**config.mk**
```make
export PLATFORM = sky130hd
export DESIGN_NAME = pulse_stretcher
export DESIGN_NICKNAME = d
export VERILOG_FILES = /design/src/rtl/pulse_stretcher.sv
export SDC_FILE = /design/constraint.sdc
export NUM_CORES = 1
export LEC_CHECK = 0
export ABC_AREA = 1
export CAP_MARGIN = 10
export CORE_UTILIZATION = 39
export DETAILED_ROUTE_END_ITERATION = 6
export GPL_ROUTABILITY_DRIVEN = 1
export PLACE_DENSITY_LB_ADDON = 0.08
export SLEW_MARGIN = 10
export SYNTH_ARGS = -nofsm -noshare
export SYNTH_HDL_FRONTEND = slang
export SYNTH_SLANG_ARGS = --single-unit
```
**constraint.sdc**
```tcl
create_clock -name clk -period 3 [get_ports clk]
set_clock_uncertainty 0.1 [all_clocks]
set_input_delay 0.45 -clock clk [delete_from_list [all_inputs] [get_ports clk]]
set_output_delay 0.45 -clock clk [all_outputs]
set_load 0.01 [all_outputs]
```
**src/rtl/pulse_stretcher.sv**
```systemverilog
// -----------------------------------------------------------------------------
// pulse_stretcher
//
// Purpose:
//   Turns single-cycle event strobes into visible fixed-width pulses. Each
//   accepted event produces exactly HIGH_CYCLES cycles of pulse_out=1. These are
//   followed by GAP_CYCLES cycles of pulse_out=0, so back-to-back events stay
//   distinguishable on an LED or a counter display.
//
// Parameters:
//   HIGH_CYCLES  output high time in clk cycles (>= 1)
//   GAP_CYCLES   forced low time after each pulse (>= 1)
//   PEND_W       width of the pending-event counter (saturates at 2**PEND_W-1)
//
// Ports:
//   clk        in   1       system clock, rising edge
//   rst        in   1       asynchronous, active-high reset
//   pulse_in   in   1       event input; every cycle sampled high is one event
//   pulse_out  out  1       stretched pulse, registered
//   busy       out  1       high while a pulse or its gap is in progress
//   pending    out  PEND_W  queued events not yet replayed
//   overflow   out  1       one-cycle strobe per event that is lost
//
// Configuration macro:
//   PULSE_STRETCH_QUEUE_EN
//     Defined:   events seen while busy are counted in 'pending' and replayed
//                back-to-back. When the counter is full, further events are
//                lost and each lost event strobes 'overflow'.
//     Undefined: events seen while busy are dropped, each drop strobes
//                'overflow', and 'pending' is tied to zero.
//   In both builds, an event on the final gap edge starts the next pulse
//   directly, with no idle cycle in between.
// -----------------------------------------------------------------------------
module pulse_stretcher #(
    parameter int unsigned HIGH_CYCLES = 25_000_000,
    parameter int unsigned GAP_CYCLES  = 12_500_000,
    parameter int unsigned PEND_W      = 4
) (
    input  logic              clk,
    input  logic              rst,
    input  logic              pulse_in,
    output logic              pulse_out,
    output logic              busy,
    output logic [PEND_W-1:0] pending,
    output logic              overflow
);

    // One counter serves both phases, so it is sized for the longer one.
    localparam int unsigned MAX_CYCLES = (HIGH_CYCLES > GAP_CYCLES) ? HIGH_CYCLES : GAP_CYCLES;
    localparam int unsigned CNT_W      = $clog2(MAX_CYCLES + 1);

    localparam logic [CNT_W-1:0] HIGH_LAST = CNT_W'(HIGH_CYCLES - 1);
    localparam logic [CNT_W-1:0] GAP_LAST  = CNT_W'(GAP_CYCLES - 1);
    localparam logic [CNT_W-1:0] CNT_ONE   = CNT_W'(1);

    typedef enum logic [1:0] {
        ST_IDLE = 2'd0,
        ST_HIGH = 2'd1,
        ST_GAP  = 2'd2
    } state_t;

    state_t           state_q, state_d;
    logic [CNT_W-1:0] cnt_q, cnt_d;
    logic             pulse_q, pulse_d;
    logic             busy_q, busy_d;
    logic             overflow_q, overflow_d;

    // Phase-completion flags for the current cycle.
    logic high_done;
    logic gap_done;
    // An event that arrives while a pulse or gap is running, but not on the
    // final gap edge. An event on the final gap edge is consumed directly by
    // the GAP->HIGH transition and is never queued or dropped.
    logic busy_evt;
    // A queued event is waiting to be replayed when the gap ends.
    logic replay_ok;

    assign high_done = (state_q == ST_HIGH) && (cnt_q == HIGH_LAST);
    assign gap_done  = (state_q == ST_GAP)  && (cnt_q == GAP_LAST);
    assign busy_evt  = pulse_in && (state_q != ST_IDLE) && !gap_done;

    // -------------------------------------------------------------------------
    // Sequencing FSM: IDLE -> HIGH -> GAP -> (HIGH | IDLE)
    // -------------------------------------------------------------------------
    always_comb begin
        state_d = state_q;
        cnt_d   = cnt_q;

        unique case (state_q)
            ST_IDLE: begin
                if (pulse_in) begin
                    state_d = ST_HIGH;
                    cnt_d   = '0;
                end
            end

            ST_HIGH: begin
                if (high_done) begin
                    state_d = ST_GAP;
                    cnt_d   = '0;
                end else begin
                    cnt_d = cnt_q + CNT_ONE;
                end
            end

            ST_GAP: begin
                if (gap_done) begin
                    // A same-edge event or a queued event restarts the pulse
                    // immediately. Otherwise the stretcher returns to idle.
                    state_d = (pulse_in || replay_ok) ? ST_HIGH : ST_IDLE;
                    cnt_d   = '0;
                end else begin
                    cnt_d = cnt_q + CNT_ONE;
                end
            end

            default: begin
                state_d = ST_IDLE;
                cnt_d   = '0;
            end
        endcase

        // The outputs are decoded from the next state, so they change on the
        // same edge as the state and stay glitch-free registers.
        pulse_d = (state_d == ST_HIGH);
        busy_d  = (state_d != ST_IDLE);
    end

    always_ff @(posedge clk or posedge rst) begin
        if (rst) begin
            state_q <= ST_IDLE;
            cnt_q   <= '0;
            pulse_q <= 1'b0;
            busy_q  <= 1'b0;
        end else begin
            state_q <= state_d;
            cnt_q   <= cnt_d;
            pulse_q <= pulse_d;
            busy_q  <= busy_d;
        end
    end

    // -------------------------------------------------------------------------
    // Event accounting while busy
    // -------------------------------------------------------------------------
`ifdef PULSE_STRETCH_QUEUE_EN
    localparam logic [PEND_W-1:0] PEND_MAX = '1;
    localparam logic [PEND_W-1:0] PEND_ONE = PEND_W'(1);

    logic [PEND_W-1:0] pending_q, pending_d;

    assign replay_ok = (pending_q != '0);

    always_comb begin
        pending_d  = pending_q;
        overflow_d = 1'b0;

        if (busy_evt) begin
            if (pending_q == PEND_MAX) begin
                overflow_d = 1'b1;
            end else begin
                pending_d = pending_q + PEND_ONE;
            end
        end else if (gap_done && !pulse_in && replay_ok) begin
            // A replay consumes one queued event. If a fresh event arrives on
            // this edge, that event starts the pulse instead, and the count
            // is left unchanged: the queued event is still waiting.
            pending_d = pending_q - PEND_ONE;
        end
    end

    always_ff @(posedge clk or posedge rst) begin
        if (rst) begin
            pending_q <= '0;
        end else begin
            pending_q <= pending_d;
        end
    end

    assign pending = pending_q;
`else
    assign replay_ok = 1'b0;

    always_comb begin
        overflow_d = busy_evt;
    end

    assign pending = '0;
`endif

    always_ff @(posedge clk or posedge rst) begin
        if (rst) begin
            overflow_q <= 1'b0;
        end else begin
            overflow_q <= overflow_d;
        end
    end

    assign pulse_out = pulse_q;
    assign busy      = busy_q;
    assign overflow  = overflow_q;

`ifndef SYNTHESIS
    // A pulse or a lost event can only be reported while the block is busy.
    a_pulse_implies_busy : assert property (
        @(posedge clk) disable iff (rst) pulse_out |-> busy
    );
    a_overflow_implies_busy : assert property (
        @(posedge clk) disable iff (rst) overflow |-> busy
    );
`endif

endmodule
```
==> impl_metrics.json <==
{
  "clock_path_buffers": 2,
  "ys.warnings.count": 0,
  "finalWirelength_um": 4730,
  "power_density_nw_per_um2": 449,
  "dieWidth_um": 74.4,
  "synth_edf_count": 0,
  "synth_top_cell_by_area": "dfrtp_1",
  "synth.cell_area_um2": 2040,
  "first_pass_iters": 4,
  "cts_root_buffer": "clkbuf_8",
  "place_congestion": 0.843,
  "synthMuxAreaShare_pct": 0,
  "crit_chain": "inv_1 -> ha_1 -> nand2_1 -> nand3b_1 -> nor2_1 -> nand2_2 -> nand2_4 -> nand2_4 -> nand2_4 -> o21ai_0",
  "cts_made_buffers": 5,
  "p_seq_share_pct": 48.8,
  "drt_iter0_markers": 95,
  "clk_pin_slew_ns": 0.07,
  "irDropWorstVdd_mv": 0.233,
  "cts_num_sinks": 30,
  "ys_seq_area_share_pct": 36.7,
  "crit_required_ns": 3.06,
  "mostFrequentLayoutCell": "nand2_1",
  "rsz0062_at_grt": "false",
  "synth_compound_area_share_pct": 11.3,
  "num_rows": 25,
  "grt_pass1_wl_um": 8060,
  "ys_ff_latch": 30,
  "post-cts-setup-buffer-count": 0,
  "critPathCaptureType": "register",
  "cp_slowest_cell": "dfrtp_1",
  "synthArstFlopShare_pct": 100,
  "p_int_w": 0.000694,
  "dp_hpwl_um": 3520,
  "synth_xor_area_share_pct": 6.43,
  "synth_ff_type": "dfrtp_1",
  "grt_pass1_vias": 1669,
  "drv_slew": 0,
  "ctsResizeCount": 0,
  "fmax_mhz": 489,
  "critPathMostFrequentCell": "nand2_4",
  "antennaDiodeCount": 0,
  "period_share_pct": 68.2,
  "synth_cells": 270,
  "synth-simple-area-share_pct": 32.7,
  "cp_max_fo": 18,
  "synth_top_area_share_pct": 36.7,
  "hold_class": "reg2reg",
  "vias": 1672,
  "synth_cell_types": 30,
  "dieHeight_um": 74.4,
  "fin_util_pct": 46.2,
  "slowest_delay_ns": 0.40,
  "critPathKind": "reg2reg",
  "areaGrowthSynthToFinish_pct": 10.2,
  "swShare_pct": 31.3,
  "period_needed_ns": 2.04,
  "combPwrFrac_pct": 17.3,
  "final_antenna_net_count": 0,
  "synth.avg_cell_area_um2": 7.57,
  "grt_max_degree": 31,
  "worst_setup_path_start_kind": "register",
  "grt.total_usage_pct": 19.7,
  "n_fill_cell": 536,
  "final-hold-violation-count": 0,
  "synth_top_family_by_area": "simple AND/OR/NAND/NOR gates",
  "start_util_pct": 41.9,
  "drive_above_1_share_pct": 13.4,
  "hold_buffers": 0,
  "p_clk_share_pct": 33.9,
  "p_leak_nw": 1.05,
  "via_per_inst": 4.78,
  "fin_tns_setup_ns": 0,
  "antenna_found_initial": 0,
  "fin_nets": 290,
  "clock_latency_ns": 0.29,
  "coreArea_um2": 4880,
  "outcome": "completed",
  "cap_violations": 0,
  "cts_tree": "done",
  "ios": 10,
  "die_area_um2": 5540,
  "ctsHtreeMaxLevel": 2,
  "finalSetupViolations": 0,
  "wl_per_cell_um": 13.5,
  "portBuffers": 5,
  "layout_common_cells": "nand2_1, inv_1, nor2_1, dfrtp_1",
  "drc": 0,
  "gr-total-overflow": 0,
  "cp.arrival_ns": 2.11,
  "p_switching_w": 0.000317,
  "ys_top_cells_by_area": "dfrtp_1, nand2_1, inv_1, o22ai_2, nor2_1",
  "synthAdderAreaFrac_pct": 3.06
}
-- cells in the mapped netlist, types with 2 or more instances --
master    count
buf_4         4
nand3_1      13
nand2_4       4
nand2_2       3
ha_1          5
and3_1        2
nor3_1        4
o21ai_0      13
inv_1        35
o21bai_1      2
o22ai_2      10
nor2_1       31
nand2_1      71
nand4_1       8
inv_2         2
nor2_2        6
xnor2_1       2
clkbuf_1      2
dfrtp_1      30
xor2_1       13
-- kinds of logic (layout without fill, tap and decap cells) --
| logic type | Yosys count | count (layout) |
|---|---|---|
| AND/OR/NAND/NOR | 146 | 146 |
| buffers and inverters | 44 | 54 |
| flip-flops | 30 | 30 |
| AO/OA/AOI/OAI | 29 | 29 |
| XOR/XNOR | 15 | 15 |
| adder cells (fa/ha/maj) | 5 | 5 |
| other | 1 | 4 |
-- routing by layer --
metal / share of wire, % / GRT usage, % / up-vias
li1: - / - / 875
met5: 0 / 0 / -
met1: 48 / 26.6 / 754
met4: 1.5 / 7.76 / 0
met2: 46 / 30.7 / 34
met3: 4.2 / 4.20 / 9
-- final timing paths --
kind / to / slack (ns) / cells past startpoint / from
max in group asynchronous: cnt_q[7]$_DFFE_PP0P_ / 2.07 / 3 / rst
worst max register to register: cnt_q[17]$_DFFE_PP0P_ / 0.96 / 10 / state_q[0]$_DFF_PP0_
min in group asynchronous: cnt_q[21]$_DFFE_PP0P_ / 0.44 / 3 / rst
worst min register to register: cnt_q[1]$_DFFE_PP0P_ / 0.41 / 2 / cnt_q[1]$_DFFE_PP0P_
worst min-delay path: cnt_q[1]$_DFFE_PP0P_ / 0.41 / 2 / cnt_q[1]$_DFFE_PP0P_
worst max-delay path: cnt_q[17]$_DFFE_PP0P_ / 0.96 / 10 / state_q[0]$_DFF_PP0_
-- through the flow --
stage          cell area, µm²  setup slack [ns]  power (W)  hold slack, ns  cells
6_report                 2250             0.955    0.00101           0.413    350
5_1_grt                  2250             0.819    0.00107           0.454    350
4_1_cts                  2250             0.926    0.00102           0.426    350
3_5_place_dp             2160             0.931   0.000673           0.406    342
3_3_place_gp             2160             0.948   0.000673           0.402    342
2_1_floorplan            2060              1.19   0.000634           0.374    273
-- critical path, delay by kind of cell (launching register included) --
kind,cells,cell delay [ns]
and+or+nand+nor,7,0.89
DFF,1,0.40
AOI/OAI and AO/OA,1,0.15
adders and majority gates,1,0.26
buffers and inverters,1,0.12
-- final cells by class --
cell class	count	area, µm²	share of cell area [%]
clock inverters	1	5.00	0.222
multi-input cells	199	1110	49.2
repair buffers	9	80.1	3.55
flip-flops and latches	30	751	33.3
clock buffers	7	86.3	3.83
inverters	37	139	6.16
well taps	67	83.8	3.72
-- flip-flops by register name, summed over array words and instances, names as in the netlist --
signal	count
busy	1
pulse_out	1
cnt_q	25
state_q	2
overflow	1
-- power groups by stage --
stage               Combinational (W)  Clock (W)  Sequential (W)
floorplan                    0.000151          0        0.000483
global placement             0.000174          0        0.000499
detailed placement           0.000176          0        0.000498
CTS                          0.000175   0.000355        0.000491
global route                 0.000199   0.000369        0.000500
finish                       0.000175   0.000343        0.000494
No activity file was read; power rests on OpenSTA's default activity.
